[config.mk]
export PLATFORM = sky130hd
export DESIGN_NAME = bit_sampler
export DESIGN_NICKNAME = d
export VERILOG_FILES = /design/src/rtl/bit_sampler.sv
export SDC_FILE = /design/constraint.sdc
export NUM_CORES = 1
export LEC_CHECK = 0
export CAP_MARGIN = 25
export CORE_ASPECT_RATIO = 1.4
export CORE_UTILIZATION = 51
export CTS_CLUSTER_DIAMETER = 100
export CTS_CLUSTER_SIZE = 40
export DETAILED_ROUTE_END_ITERATION = 10
export DONT_BUFFER_PORTS = 1
export GPL_TIMING_DRIVEN = 0
export PLACE_DENSITY = 0.66
export SETUP_SLACK_MARGIN = 0.3
export SKIP_LAST_GASP = 1
export SLEW_MARGIN = 0
export SYNTH_ARGS = -nofsm -noshare
export SYNTH_HDL_FRONTEND = slang
export SYNTH_SLANG_ARGS = --single-unit
[constraint.sdc]
create_clock -name clock -period 3.3 [get_ports clock]
set_input_delay 0.495 -clock clock [delete_from_list [all_inputs] [get_ports clock]]
set_output_delay 0.495 -clock clock [all_outputs]
set_load 0.03 [all_outputs]
[src/rtl/bit_sampler.sv]
// Debounced push-button sampler: latches one serial bit from sw_in per accepted key press.
// Strobe DEB_CYCLES+2 edges after a clean press. No backpressure. Macro BIT_SAMPLER_HIST_EN adds a 4-bit history.
module bit_sampler #(
  parameter int DEB_CYCLES = 500000
) (
  input  logic       clock,
  input  logic       reset,
  input  logic       key_n,
  input  logic       sw_in,
  output logic       bit_valid,
  output logic       bit_data,
  output logic [3:0] hist,
  output logic [3:0] bit_count
);

  localparam logic [19:0] DEB_LAST = 20'(DEB_CYCLES - 1);

  logic        key_s1;
  logic        key_s;
  logic        sw_s1;
  logic        sw_s;
  logic        key_db;
  logic [19:0] deb_cnt;
  logic        mismatch;
  logic        accept;
  logic        press;

  assign mismatch = (key_s != key_db);
  assign accept   = mismatch && (deb_cnt == DEB_LAST);
  // Only the high-to-low transition of the debounced level counts as a bit.
  assign press    = accept && key_db;

  always_ff @(posedge clock) begin
    if (!reset) begin
      key_s1    <= 1'b1;
      key_s     <= 1'b1;
      sw_s1     <= 1'b0;
      sw_s      <= 1'b0;
      key_db    <= 1'b1;
      deb_cnt   <= 20'd0;
      bit_valid <= 1'b0;
      bit_data  <= 1'b0;
      bit_count <= 4'h0;
    end else begin
      key_s1    <= key_n;
      key_s     <= key_s1;
      sw_s1     <= sw_in;
      sw_s      <= sw_s1;
      bit_valid <= press;
      if (!mismatch) begin
        deb_cnt <= 20'd0;
      end else if (accept) begin
        key_db  <= key_s;
        deb_cnt <= 20'd0;
      end else begin
        deb_cnt <= deb_cnt + 20'd1;
      end
      if (press) begin
        bit_data <= sw_s;
        if (bit_count != 4'hf) bit_count <= bit_count + 4'h1;
      end
    end
  end

`ifdef BIT_SAMPLER_HIST_EN
  logic [3:0] hist_q;

  always_ff @(posedge clock) begin
    if (!reset) begin
      hist_q <= 4'h0;
    end else if (press) begin
      hist_q <= {hist_q[2:0], sw_s};
    end
  end

  assign hist = hist_q;
`else
  assign hist = 4'h0;
`endif

endmodule
==> results.py, run 1 <==
metrics = {
    "status": {
        "status": "finished clean",
    },
    "critical_path": {
        "cp_max_fo": 5,
        "worstReg2RegEnd": "deb_cnt[16]",
        "worstPathRequired_ps": 3570,
        "cp_slowest_cell": "or4_1",
        "path_delay_family": "simple AND/OR/NAND/NOR gates",
        "cp-end-kind": "register",
        "max_stage_delay_ps": 490,
        "crit_chain": "ha_1 -> nand4_1 -> or3_1 -> clkbuf_1 -> or4_1 -> a21oi_1",
        "critical_path_buf_inv_count": 1,
        "start_kind": "register",
        "critical_path_class": "register to register",
        "reg2regPathDepth": 6,
        "cp.arrival_ps": 2410,
        "ff2ff_setup_slack_ps": 1160,
        "r2r_start": "deb_cnt[0]",
    },
    "yosys": {
        "synth.distinct_cells": 36,
        "synthCells": 162,
        "seq_area_frac_synth_pct": 44.4,
        "synth_area_sq_mm": 0.00140,
        "postSynthAreaPerCell_sq_um": 8.63,
        "yosys_warnings": 0,
        "synth_edf_count": 0,
        "synth_ff_type": "dfxtp_1",
        "synthArstFlopShare_pct": 0,
        "ys_seq_elements": 31,
    },
    "worst_hold_path": {
        "hold_class": "input port to register",
        "hold-path-endpoint": "key_s1",
        "min_from": "reset",
        "worstHoldPathCells": 1,
    },
    "cells_and_area": {
        "nets": 178,
        "utilization_pct": 58.4,
        "fillers": 255,
        "drive_gt1_share_pct": 10.4,
        "n_antenna_cell": 0,
        "synthToLayoutAreaGrowth_pct": 9.22,
        "final_area_sq_mm": 0.00153,
    },
    "place": {
        "dp_hpwl_um": 1960,
        "port_buffers": 0,
        "gp_congestion": 0.773,
        "placed_area_sq_mm": 0.00145,
    },
    "power_and_ir_drop": {
        "intPower_mw": 0.507,
        "pwr-share-clk_pct": 39.5,
        "ir_drop_mv": 0.277,
        "power.switching_mw": 0.146,
        "switching_share_pct": 22.4,
        "p_total_mw": 0.653,
        "leakage_nw": 0.457,
        "combPwrFrac_pct": 2.6,
        "power_frac_seq_pct": 57.9,
        "power_density_mw_per_mm2": 427,
    },
    "timing": {
        "rsz0062_at_grt": "no",
        "max_freq_mhz": 468,
        "relSlewSlack_pct": 53.8,
        "drv_slew": 0,
        "whs_ps": 222,
        "finalClockSkew_ps": 7.56,
        "final-setup-viol-count": 0,
        "hold_viol": 0,
        "fin_crit_ps": 2140,
        "fin_tns_setup_ps": 0,
        "tightestPinTransition_ps": 683,
        "fin_crit_sh_pct": 64.7,
    },
    "clock_tree": {
        "cts.sinks": 31,
        "post_cts_buffers": 0,
        "clock_path_buffers": 2,
        "cts_inserted_buffers": 5,
        "cts_tree": "built",
        "htree_levels": 2,
        "path_clk_slew_ps": 100,
        "ctsResizeCount": 0,
        "holdBufCountCts": 0,
        "clkLatencyLatePin_ps": 340,
        "clock-root-buffer": "clkbuf_4",
    },
    "routing": {
        "drc_errors": 0,
        "viasPerCell": 5.53,
        "drtPass1Iterations": 4,
        "drt-initial-drc-count": 27,
        "antenna_left": 0,
        "vias": 1155,
        "totalWireLength_um": 2620,
        "post_drt_wl_per_cell_um": 12.6,
    },
    "global_route": {
        "grt_pass1_wl_um": 4420,
        "antenna_found_initial": 0,
        "grt_max_degree": 11,
        "grt_pass1_vias": 1023,
        "grt_usage_pct": 20.9,
        "gr-total-overflow": 0,
    },
    "floorplan": {
        "die_w_um": 46.2,
        "boundaryPins": 14,
        "std_cell_rows": 22,
        "core_area_sq_mm": 0.00262,
        "die_h_um": 63.9,
        "start_util_pct": 53.4,
        "dieArea_sq_mm": 0.00296,
    },
    "run": {
        "drv_cap": 0,
    },
}
-- kinds of logic after synthesis --
| family | Yosys count | share of synthesized area, % |
|---|---|---|
| flops | 31 | 44.4 |
| xor+xnor | 12 | 7.52 |
| compound gates | 24 | 10.1 |
| buf+inv | 16 | 5.46 |
| other cells | 1 | 0.268 |
| simple gates | 76 | 30.4 |
| fa+ha+maj | 2 | 1.79 |
-- through the flow --
step	cells	worst slack [ps]
final	209	1160
after global routing	209	876
after CTS	209	1150
after detailed placement	201	1170
after global placement	201	1210
after floorplan	165	1420
-- worst max-delay path by stage --
| stage | depth (start not counted) | startpoint | to |
|---|---|---|---|
| finish | 6 | deb_cnt[0] | deb_cnt[16] |
| global route | 5 | deb_cnt[8] | deb_cnt[9] |
| CTS | 5 | deb_cnt[8] | deb_cnt[6] |
| detailed placement | 5 | deb_cnt[10] | deb_cnt[7] |
| global placement | 5 | deb_cnt[8] | deb_cnt[10] |
| floorplan | 6 | deb_cnt[0] | deb_cnt[16] |
-- cells in the final DEF, fill, tap and decap left out, drive strengths merged, types with 2 or more instances in the layout --
| cell | Yosys | routed |
|---|---|---|
| dfxtp | 31 | 31 |
| nor2 | 16 | 16 |
| nand2 | 11 | 11 |
| clkbuf | 4 | 11 |
| a21oi | 10 | 10 |
| nand3 | 10 | 10 |
| xnor2 | 8 | 8 |
| nand4 | 7 | 7 |
| o21ai | 7 | 7 |
| or3 | 6 | 6 |
| inv | 6 | 6 |
| buf | 6 | 6 |
| or4 | 5 | 5 |
| o31ai | 4 | 4 |
| xor2 | 4 | 4 |
| conb | 1 | 4 |
| nor3 | 3 | 3 |
| nor4 | 3 | 3 |
| and2 | 3 | 3 |
| nor4b | 2 | 2 |
| nand2b | 2 | 2 |
| ha | 2 | 2 |
| and4 | 2 | 2 |
-- cell type report --
| type | count | area (sq um) | share of cell area [%] |
|---|---|---|---|
| clock buffers | 7 | 65.1 | 4.26 |
| multi-input cells | 118 | 712 | 46.6 |
| clock inverters | 1 | 7.51 | 0.492 |
| well taps | 36 | 45.0 | 2.95 |
| flip-flops and latches | 31 | 621 | 40.7 |
| inverters | 6 | 22.5 | 1.48 |
| plain buffers | 10 | 53.8 | 3.52 |
-- cells in the mapped netlist, types with 5 or more instances --
cell     instances  area share (%)
a21oi_1         10             3.6
nand3_1          8             2.9
o21ai_0          7             2.5
xnor2_1          8             5.0
nor2_1          16             4.3
inv_1            6             1.6
nand4_1          7             3.1
or4_1            5             2.7
nand2_1         11             3.0
or3_1            6             2.7
dfxtp_1         31              44
-- flip-flops by register name, summed over array words and instances (netlist names) --
name	flops
key_s1	1
bit_count	4
key_s	1
sw_s1	1
bit_valid	1
key_db	1
bit_data	1
sw_s	1
deb_cnt	20
-- per-layer routing --
layer	GRT usage, %	part of all wire (%)	routed length [um]
met2	35.0	53	1390
met5	0	0	0
met4	8.82	2.0	53
met1	22.4	42	1100
met3	7.63	3.1	82
-- power by group through the flow --
stage	Combinational (mW)	Clock [mW]	Sequential, mW
after floorplan	0.0153	0	0.386
after global placement	0.0167	0	0.386
after detailed placement	0.0170	0	0.386
after CTS	0.0170	0.265	0.378
after global routing	0.0188	0.278	0.378
final	0.0171	0.258	0.378
(Power assumes the default switching activity.)
==> run 2, diff against run 1 <==
--- a/config.mk
+++ b/config.mk
@@ -13,7 +13,7 @@
 export DETAILED_ROUTE_END_ITERATION = 10
 export DONT_BUFFER_PORTS = 1
 export GPL_TIMING_DRIVEN = 0
-export PLACE_DENSITY = 0.66
+export PLACE_DENSITY = 0.69
 export SETUP_SLACK_MARGIN = 0.3
 export SKIP_LAST_GASP = 1
 export SLEW_MARGIN = 0
==> constraint.sdc (replaced) <==
create_clock -name clock -period 1.8 [get_ports clock]
set_input_delay 0.27 -clock clock [delete_from_list [all_inputs] [get_ports clock]]
set_output_delay 0.27 -clock clock [all_outputs]
set_load 0.03 [all_outputs]
==> results.py, run 2 (synthesis gave the netlist of run 1 again) <==
metrics = {
    "power_and_ir_drop": {
        "p_total_mw": 1.20,
        "ir_drop_mv": 0.574,
        "leakage_nw": 0.636,
        "power_density_mw_per_mm2": 616,
    },
    "timing": {
        "whs_ps": 29.7,
        "rsz0062_at_grt": "yes",
        "fin_ws_ps": -39.3,
        "final-setup-viol-count": 3,
        "drv_slew": 0,
        "fin_crit_sh_pct": 102,
        "finalClockSkew_ps": 11.0,
        "fin_crit_ps": 1840,
        "max_freq_mhz": 544,
        "hold_viol": 0,
        "fin_tns_setup_ps": -82.6,
    },
    "floorplan": {
        "dieArea_sq_mm": 0.00296,
        "core_area_sq_mm": 0.00262,
        "start_util_pct": 53.4,
        "die_h_um": 63.9,
        "boundaryPins": 14,
        "std_cell_rows": 22,
        "die_w_um": 46.2,
    },
    "cells_and_area": {
        "n_antenna_cell": 0,
        "reg_top3": "deb_cnt (20), bit_count (4)",
        "final_cells": 231,
        "nets": 200,
        "largest_register_ffs": 20,
        "final_common_cell": "buf_4",
        "synthToLayoutAreaGrowth_pct": 38.8,
        "drive_gt1_share_pct": 43.1,
        "largest-register": "deb_cnt",
        "utilization_pct": 74.2,
        "final_cell_mix": "buf_4 (21), dfxtp_1 (17)",
    },
    "routing": {
        "drtPass1Iterations": 4,
        "drc_errors": 0,
        "antenna_left": 0,
        "drt-initial-drc-count": 37,
        "post_drt_wl_per_cell_um": 15.7,
        "vias": 1302,
        "totalWireLength_um": 3630,
        "viasPerCell": 5.64,
    },
    "place": {
        "gp_congestion": 0.771,
        "dp_hpwl_um": 1920,
        "port_buffers": 0,
        "dpl.cell_count": 201,
    },
    "clock_tree": {
        "cts_tree": "built",
        "clkLatencyLatePin_ps": 340,
        "cts_inserted_buffers": 5,
        "clock_path_buffers": 2,
        "path_clk_slew_ps": 100,
        "htree_levels": 2,
        "cts.sinks": 31,
        "clock-root-buffer": "clkbuf_4",
    },
    "critical_path": {
        "worstPathRequired_ps": 2090,
        "cp-end-kind": "register",
        "cp_max_fo": 4,
        "cp.arrival_ps": 2130,
        "start_kind": "register",
        "critical_path_buf_inv_count": 1,
        "critical_path_class": "register to register",
        "max_stage_delay_ps": 480,
        "crit_chain": "ha_4 -> nand4_1 -> or3_1 -> clkbuf_8 -> or4_4 -> a21oi_2",
        "path_delay_family": "simple AND/OR/NAND/NOR gates",
        "cp_slowest_cell": "or4_4",
    },
    "global_route": {
        "grt_pass1_vias": 1250,
        "gr-total-overflow": 0,
        "antenna_found_initial": 0,
        "grt_usage_pct": 24.6,
        "grt_pass1_wl_um": 5200,
        "grt_max_degree": 11,
    },
    "run": {
        "drv_cap": 0,
    },
    "worst_hold_path": {
        "hold_class": "input port to register",
    },
    "status": {
        "status": "complete, but fails checks",
        "violations": "setup timing",
    },
}
-- run 2: worst paths after layout --
check / startpoint / end / slack [ps] / depth (start not counted)
worst min-delay path: reset / bit_valid / 30 / 2
worst max register to register: deb_cnt[1] / deb_cnt[18] / -40 / 6
worst min register to register: key_s1 / key_s / 420 / 1
worst max-delay path: deb_cnt[1] / deb_cnt[18] / -40 / 6
-- run 2: repair_timing --
item / in CTS / in global routing
setup buffers: 10 / 8
endpoints found under the setup margin: 27 / 26
resized for setup: 24 / 38
pin swaps: 7 / 7
gates cloned: 2 / 1
hold buffers: 1 / 0
hold endpoints to repair: 3 / 0
-- run 2: stage by stage --
step	setup slack, ps	area (sq um)
after global placement	-173	1490
after detailed placement	-210	1490
after CTS	44.9	1740
after global routing	-96.4	1940
final	-39.3	1940
after floorplan	112	1440
-- run 2: layout make-up --
type	count	area [sq um]
multi-input combinational	118	861
buffer	10	93.8
inverter	6	22.5
tap	36	45.0
timing repair buffer	22	190
sequential	31	658
fill	192	676
clock buffer	8	68.8
-- run 2: worst reg2reg max path, delay by kind of cell, from the launching register on --
kind                     cells  cell delay, ps
AO/OA/AOI/OAI                1             140
adder cells (fa/ha/maj)      1             150
buffers and inverters        1             150
flip-flops                   1             380
AND/OR/NAND/NOR              3             980
-- run 2: report_power, final --
part / switching, mW / internal [mW] / total [mW]
clock: 0.241 / 0.230 / 0.470
combinational: 0.0253 / 0.0190 / 0.0443
sequential: 0.00252 / 0.678 / 0.681
total: 0.269 / 0.927 / 1.20
-- run 2: routing by layer --
metal | global-route usage [%] | part of all wire [%] | vias up
met1 | 25.0 | 38 | 623
li1 | - | - | 632
met2 | 43.5 | 55 | 35
met3 | 7.63 | 3.7 | 12
met5 | 0 | 0 | -
met4 | 10.3 | 3.0 | 0
==> run 3, diff against run 2 <==
--- a/config.mk
+++ b/config.mk
@@ -16,7 +16,7 @@
 export PLACE_DENSITY = 0.69
 export SETUP_SLACK_MARGIN = 0.3
 export SKIP_LAST_GASP = 1
-export SLEW_MARGIN = 0
+export SLEW_MARGIN = 40
 export SYNTH_ARGS = -nofsm -noshare
 export SYNTH_HDL_FRONTEND = slang
 export SYNTH_SLANG_ARGS = --single-unit
==> results of run 3 <==
No change in the layout: final DEF, timing and power equal those of run 2.
